**src/rtl/regfile_pkg.sv**
```systemverilog
// Shared definitions for the register file with write-pending scoreboard.
// Holds default geometry, index/data typedefs and the popcount helper
// used to derive the busy-register count.
package regfile_pkg;

    localparam int DATA_W_DEF = 8;
    localparam int ADDR_W_DEF = 3;
    // Widest busy vector the popcount helper accepts (ADDR_W up to 8).
    localparam int MAX_REGS   = 256;

    typedef logic [DATA_W_DEF-1:0] data_t;
    typedef logic [ADDR_W_DEF-1:0] reg_idx_t;

    function automatic int unsigned popcount(input logic [MAX_REGS-1:0] v);
        int unsigned n;
        n = 0;
        for (int i = 0; i < MAX_REGS; i++) begin
            n = n + {31'd0, v[i]};
        end
        return n;
    endfunction

endpackage

```
**src/rtl/regfile_sb_if.sv**
```systemverilog
// Decode/writeback bus of the register file: writeback port, packed read
// ports with busy flags, issue handshake and the busy-register count.
// master = decode/writeback side, slave = register file.
interface regfile_sb_if #(
    parameter int DATA_W = regfile_pkg::DATA_W_DEF,
    parameter int ADDR_W = regfile_pkg::ADDR_W_DEF,
    parameter int NRD    = 2
);

    logic                    wr_en;
    logic [ADDR_W-1:0]       wr_addr;
    logic [DATA_W-1:0]       wr_data;
    logic [NRD*ADDR_W-1:0]   rd_addr;
    logic [NRD*DATA_W-1:0]   rd_data;
    logic [NRD-1:0]          rd_busy;
    logic                    iss_valid;
    logic [ADDR_W-1:0]       iss_rd;
    logic                    iss_ready;
    logic [ADDR_W:0]         busy_cnt;

    modport master (
        output wr_en, wr_addr, wr_data, rd_addr, iss_valid, iss_rd,
        input  rd_data, rd_busy, iss_ready, busy_cnt
    );

    modport slave (
        input  wr_en, wr_addr, wr_data, rd_addr, iss_valid, iss_rd,
        output rd_data, rd_busy, iss_ready, busy_cnt
    );

endinterface

```
**src/rtl/regfile_word.sv**
```systemverilog
// One register-file word: a DATA_W register loaded when en is high,
// cleared by the asynchronous active-low reset.
module regfile_word
    import regfile_pkg::*;
#(
    parameter int DATA_W = DATA_W_DEF
) (
    input  logic              clk,
    input  logic              reset_n,
    input  logic              en,
    input  logic [DATA_W-1:0] d,
    output logic [DATA_W-1:0] q
);

    // Word storage: load on enable, clear on reset.
    always_ff @(posedge clk or negedge reset_n) begin
        if (!reset_n) begin
            q <= '0;
        end else if (en) begin
            q <= d;
        end
    end

endmodule

```
**src/rtl/regfile_sb.sv**
```systemverilog
// Multi-port register file with per-register write-pending scoreboard.
// Decode reads operands and issues destinations (marking them busy);
// writeback stores data and clears busy. An issue to an already-busy
// register is refused (WAW stall). With R0_ZERO=1, R0 reads 0, is never
// busy and ignores writes/issues.
// Optional feature: define REGFILE_BYPASS_EN to forward a writeback to
// same-cycle reads and to let a same-cycle issue see the cleared busy bit.
module regfile_sb
    import regfile_pkg::*;
#(
    parameter int DATA_W  = DATA_W_DEF,
    parameter int ADDR_W  = ADDR_W_DEF,
    parameter int NRD     = 2,
    parameter int R0_ZERO = 0
) (
    input  logic        clk,
    input  logic        reset_n,
    regfile_sb_if.slave bus
);

    localparam int NREGS = 2 ** ADDR_W;

    logic [DATA_W-1:0] regs_q [NREGS];
    logic [NREGS-1:0]  busy;
    logic [NREGS-1:0]  busy_nxt;
    logic [ADDR_W:0]   busy_cnt_q;
    logic              wr_ok;
    logic              iss_r0;
    logic              wr_clr_iss;
    logic              iss_ready_c;
    logic              iss_acc;

    // Writes to a hard-wired R0 are dropped; nothing is forwarded while in reset.
    assign wr_ok  = reset_n && bus.wr_en &&
                    !((R0_ZERO != 0) && (bus.wr_addr == '0));
    assign iss_r0 = (R0_ZERO != 0) && (bus.iss_rd == '0);

`ifdef REGFILE_BYPASS_EN
    assign wr_clr_iss = wr_ok && (bus.wr_addr == bus.iss_rd);
`else
    assign wr_clr_iss = 1'b0;
`endif

    assign iss_ready_c   = iss_r0 || wr_clr_iss || !busy[bus.iss_rd];
    assign iss_acc       = bus.iss_valid && iss_ready_c && !iss_r0;
    assign bus.iss_ready = iss_ready_c;
    assign bus.busy_cnt  = busy_cnt_q;

    for (genvar i = 0; i < NREGS; i++) begin : g_word
        regfile_word #(.DATA_W(DATA_W)) u_word (
            .clk     (clk),
            .reset_n (reset_n),
            .en      (wr_ok && (bus.wr_addr == ADDR_W'(i))),
            .d       (bus.wr_data),
            .q       (regs_q[i])
        );
    end

    // Next busy vector: writeback clears first, so an accepted issue to the same register wins.
    always_comb begin
        busy_nxt = busy;
        if (wr_ok) begin
            busy_nxt[bus.wr_addr] = 1'b0;
        end
        if (iss_acc) begin
            busy_nxt[bus.iss_rd] = 1'b1;
        end
    end

    // Scoreboard state and its population count, kept in step on every edge.
    always_ff @(posedge clk or negedge reset_n) begin
        if (!reset_n) begin
            busy       <= '0;
            busy_cnt_q <= '0;
        end else begin
            busy       <= busy_nxt;
            busy_cnt_q <= (ADDR_W+1)'(popcount(MAX_REGS'(busy_nxt)));
        end
    end

    for (genvar k = 0; k < NRD; k++) begin : g_rd
        logic [ADDR_W-1:0] idx;
        logic              hit_r0;
        logic              hit_wr;

        assign idx    = bus.rd_addr[k*ADDR_W +: ADDR_W];
        assign hit_r0 = (R0_ZERO != 0) && (idx == '0);
`ifdef REGFILE_BYPASS_EN
        assign hit_wr = wr_ok && (idx == bus.wr_addr);
`else
        assign hit_wr = 1'b0;
`endif
        // R0 forcing overrides the forwarded writeback.
        assign bus.rd_data[k*DATA_W +: DATA_W] = hit_r0 ? '0 :
                                                 hit_wr ? bus.wr_data : regs_q[idx];
        assign bus.rd_busy[k] = !hit_r0 && !hit_wr && busy[idx];
    end

endmodule

```
**src/flat_wrapper.sv**
```systemverilog
// flat-port wrapper written by rule: the top's interface ports become plain ports
module regfile_sb_flat import regfile_pkg::*;
#(
    parameter int DATA_W  = DATA_W_DEF,
    parameter int ADDR_W  = ADDR_W_DEF,
    parameter int NRD     = 2,
    parameter int R0_ZERO = 0
)
  (clk, reset_n, bus_wr_en, bus_wr_addr, bus_wr_data, bus_rd_addr, bus_iss_valid, bus_iss_rd, bus_rd_data, bus_rd_busy, bus_iss_ready, bus_busy_cnt);
  regfile_sb_if #(.DATA_W(DATA_W), .ADDR_W(ADDR_W), .NRD(NRD)) bus_i ();
  input  logic clk;
  input  logic reset_n;
  input wire logic [$bits(bus_i.wr_en)-1:0] bus_wr_en;
  input wire logic [$bits(bus_i.wr_addr)-1:0] bus_wr_addr;
  input wire logic [$bits(bus_i.wr_data)-1:0] bus_wr_data;
  input wire logic [$bits(bus_i.rd_addr)-1:0] bus_rd_addr;
  input wire logic [$bits(bus_i.iss_valid)-1:0] bus_iss_valid;
  input wire logic [$bits(bus_i.iss_rd)-1:0] bus_iss_rd;
  output wire logic [$bits(bus_i.rd_data)-1:0] bus_rd_data;
  output wire logic [$bits(bus_i.rd_busy)-1:0] bus_rd_busy;
  output wire logic [$bits(bus_i.iss_ready)-1:0] bus_iss_ready;
  output wire logic [$bits(bus_i.busy_cnt)-1:0] bus_busy_cnt;
  assign bus_i.wr_en = bus_wr_en;
  assign bus_i.wr_addr = bus_wr_addr;
  assign bus_i.wr_data = bus_wr_data;
  assign bus_i.rd_addr = bus_rd_addr;
  assign bus_i.iss_valid = bus_iss_valid;
  assign bus_i.iss_rd = bus_iss_rd;
  assign bus_rd_data = bus_i.rd_data;
  assign bus_rd_busy = bus_i.rd_busy;
  assign bus_iss_ready = bus_i.iss_ready;
  assign bus_busy_cnt = bus_i.busy_cnt;
  regfile_sb #(.DATA_W(DATA_W), .ADDR_W(ADDR_W), .NRD(NRD), .R0_ZERO(R0_ZERO)) u_core (.clk(clk), .reset_n(reset_n), .bus(bus_i));
endmodule
```
**config.mk**
```make
export PLATFORM = sky130hd
export DESIGN_NAME = regfile_sb_flat
export DESIGN_NICKNAME = d
export VERILOG_FILES = /design/src/rtl/regfile_pkg.sv /design/src/rtl/regfile_sb_if.sv /design/src/rtl/regfile_word.sv /design/src/rtl/regfile_sb.sv /design/src/flat_wrapper.sv
export SDC_FILE = /design/constraint.sdc
export NUM_CORES = 1
export LEC_CHECK = 0
export CAP_MARGIN = 20
export CORE_MARGIN = 2
export CORE_UTILIZATION = 62
export DETAILED_ROUTE_END_ITERATION = 8
export GPL_ROUTABILITY_DRIVEN = 0
export PLACE_DENSITY = 0.86
export SETUP_SLACK_MARGIN = 0.02
export SLEW_MARGIN = 0
export SYNTH_ARGS = -nofsm -noshare
export SYNTH_HDL_FRONTEND = slang
export SYNTH_HIERARCHICAL = 1
export SYNTH_SLANG_ARGS = --single-unit
```
**constraint.sdc**
```tcl
create_clock -name clk -period 5.5 [get_ports clk]
set_clock_uncertainty 0.05 [all_clocks]
set_input_delay 1.65 -clock clk [delete_from_list [all_inputs] [get_ports clk]]
set_output_delay 1.65 -clock clk [all_outputs]
set_load 0.05 [all_outputs]
```
==> summary.txt <==
Post-Route WL: 10.0 mm
Post-Route Setup TNS: 0 ns
CTS clk-pin slew, worst paths: 0.08 ns
Ant diodes: 0
Clk sinks: 76
DP Worst Slack: 0.178 ns
R2r worst-path depth: 11
Required @ worst endpoint: 3.80 ns
Die Area: 8220 µm²
Commonest non-fill, non-tap cell in the layout: dfrtp_1
Final period util: 93.0%
Syn_area_per_cell: 16.9 µm²
Clock root buffer: clkbuf_8
Area growth, synth to finish: 15.4%
Vias per cell: 6.29
Top delay family on crit path: buffers and inverters
1st-iter DRT viols: 131
Register-to-register setup slack: 2.04 ns
TritonCTS buffer count: 9
RSZ-0062 raised after global routing: false
Max-Cap Viols: 0
Hold Crit Endpoint: u_core/g_word[3].u_word/q[4]
Slew Viols, Final: 0
Post-Syn Area: 4660 µm²
Leak pwr: 2.40 nW
Num rows: 31
Port Buf Inserts: 46
Worst Hold Class: reg -> reg
Routed length per instance: 23.2 µm
DR pass1 iterations: 4
YS warnings: 6
Largest net degree at the start of global routing: 77
Synthesized instance count: 275
Post-cts sizing count: 0
Initial Util: 64.2%
Hold_buf cts: 0
CTS tree: built
Nets@finish: 358
PwrDens: 424 nW/µm²
Final setup vio count: 0
HPWL Detailed: 6.58 mm
Slew headroom: 36.3%
CP peak stage delay: 0.58 ns
VDD IR max: 311 µV
Clock latency on the worst-skew pair: 0.35 ns
Run status: complete, no violations
Worst Path Arrival: 3.42 ns
CP startpoint kind: primary input
WHS Path Cells: 1
Antenna Nets Post-Route: 0
Clock period minus worst slack: 5.12 ns
Most frequent cells in the layout: dfrtp_1, mux2_4, mux4_1
End of the worst register-to-register path: u_core/bus.busy_cnt[2]
Clock Path Buffers: 2
Final worst setup slack: 0.382 ns
Post-synthesis sequential area ratio: 40.8%
Min-delay src: u_core/g_word[3].u_word/q[4]
H-tree levels: 3
Initial antenna violation count: 0
Final hold violations: 0
Fmax: 195 MHz
Worst Path Buf+Inv: 3
FF-to-FF Start: u_core/busy[0]
Hold Worst Slack: 0.475 ns
CP Cell Sequence: clkdlybuf4s50_1 > buf_12 > mux4_1 > mux2_2 > buf_4
Congestion Overflow GR: 0
Global Route Usage Sum: 26.3%
#FFs+latches synth: 76
Layout cells sized above 1: 42.2%
Core area: 7250 µm²
Post CTS Setup Buffer Count: 0
Die W: 90.7 µm
Worst-path fanout max: 18
Critical Path Slowest Stage Cell: mux4_1
Critical path class: in -> out
Die Height: 90.7 µm
Post-route DRC violation count: 0
Global-route wire length before repair: 16.4 mm
Worst Tran Pin Value: 0.956 ns
Via count: 2711
CP Capture Type: output port
Syn Nets: 306
Cell variety after synth: 28
Io pins: 47
Vias in the first global route: 2934
synth_stat cells:
| cell type | count | area [µm²] |
|---|---|---|
| dfrtp_1 | 76 | 1900 |
| mux2_4 | 64 | 961 |
| mux4_1 | 34 | 893 |
| mux2_2 | 18 | 203 |
| buf_6 | 10 | 113 |
| inv_1 | 8 | 30.0 |
| o31ai_1 | 8 | 60.1 |
| nor2_1 | 6 | 22.5 |
| o21ai_0 | 6 | 30.0 |
| clkbuf_1 | 5 | 18.8 |
| nand2b_1 | 5 | 31.3 |
| fa_1 | 4 | 80.1 |
| mux4_2 | 4 | 90.1 |
| ha_1 | 3 | 37.5 |
| nand2_1 | 3 | 11.3 |
| o31a_1 | 3 | 26.3 |
| buf_1 | 2 | 7.51 |
| buf_12 | 2 | 40.0 |
| buf_2 | 2 | 10.0 |
| nor3_1 | 2 | 10.0 |
| o41a_1 | 2 | 22.5 |
| o41ai_1 | 2 | 17.5 |
| a21oi_1 | 1 | 5.00 |
| mux2i_1 | 1 | 10.0 |
| nand3_1 | 1 | 5.00 |
| nand3b_1 | 1 | 7.51 |
| nor2b_1 | 1 | 6.26 |
| xnor2_1 | 1 | 8.76 |
cell families after synthesis:
logic type	share of synthesized area [%]
mux	46.3
flops	40.8
buf+inv	4.70
compound gates	3.46
simple gates	2.01
fa+ha+maj	2.52
xor+xnor	0.188
power breakdown:
part / leakage, nW / switching, mW / internal, mW
clock: 0.0923 / 0.216 / 0.212
combinational: 1.38 / 0.496 / 0.520
sequential: 0.927 / 0.128 / 0.711
total: 2.40 / 0.840 / 1.44
area by class of cell:
| cell class | instances | area [µm²] |
|---|---|---|
| multi-input cells | 170 | 2550 |
| fillers | 458 | 1870 |
| well taps | 99 | 124 |
| clock buffers | 9 | 124 |
| repair buffers | 62 | 576 |
| inverters | 8 | 30.0 |
| clock inverters | 7 | 75.1 |
| flip-flops and latches | 76 | 1900 |
how the worst max path moves through the flow:
stage / startpoint / to / slack, ns / depth (start not counted)
2_1_floorplan: bus_iss_rd[0] / bus_iss_ready / 0.51 / 3
3_3_place_gp: bus_iss_rd[2] / u_core/bus.busy_cnt[2] / 0.28 / 13
3_5_place_dp: bus_iss_rd[2] / u_core/bus.busy_cnt[2] / 0.18 / 13
4_1_cts: bus_rd_addr[0] / bus_rd_data[4] / 0.37 / 5
5_1_grt: bus_wr_addr[0] / u_core/bus.busy_cnt[2] / 0.29 / 14
6_report: bus_rd_addr[4] / bus_rd_data[10] / 0.38 / 5
metal layers:
layer	track usage, %	up-vias	wire [µm]
met2	44.5	97	5170
met1	34.9	1395	4260
met5	0	-	0
li1	-	1198	-
met4	6.41	0	122
met3	5.76	21	450
stage by stage:
step / power, mW / cells / instance area [µm²] / util (%)
2_1_floorplan: 1.58 / 275 / 4660 / -
3_3_place_gp: 1.82 / 413 / 5160 / 71.1
3_5_place_dp: 1.86 / 413 / 5160 / 71.1
4_1_cts: 2.29 / 429 / 5360 / 73.8
5_1_grt: 2.42 / 431 / 5380 / 74.2
6_report: 2.28 / 431 / 5380 / 74.2
flip-flops by register name, indices dropped and copies added (netlist names):
| register | flops |
|---|---|
| u_core/g_word.u_word/q | 64 |
| u_core/busy | 8 |
| u_core/bus.busy_cnt | 4 |
worst register-to-register path: cells and delay by family (launching register included):
kind,cells,cell delay (ns)
compound gates,1,0.48
xor+xnor,1,0.13
fa+ha+maj,5,2.01
buf+inv,4,0.21
flops,1,0.47
Power figures use the tool's default switching activity.
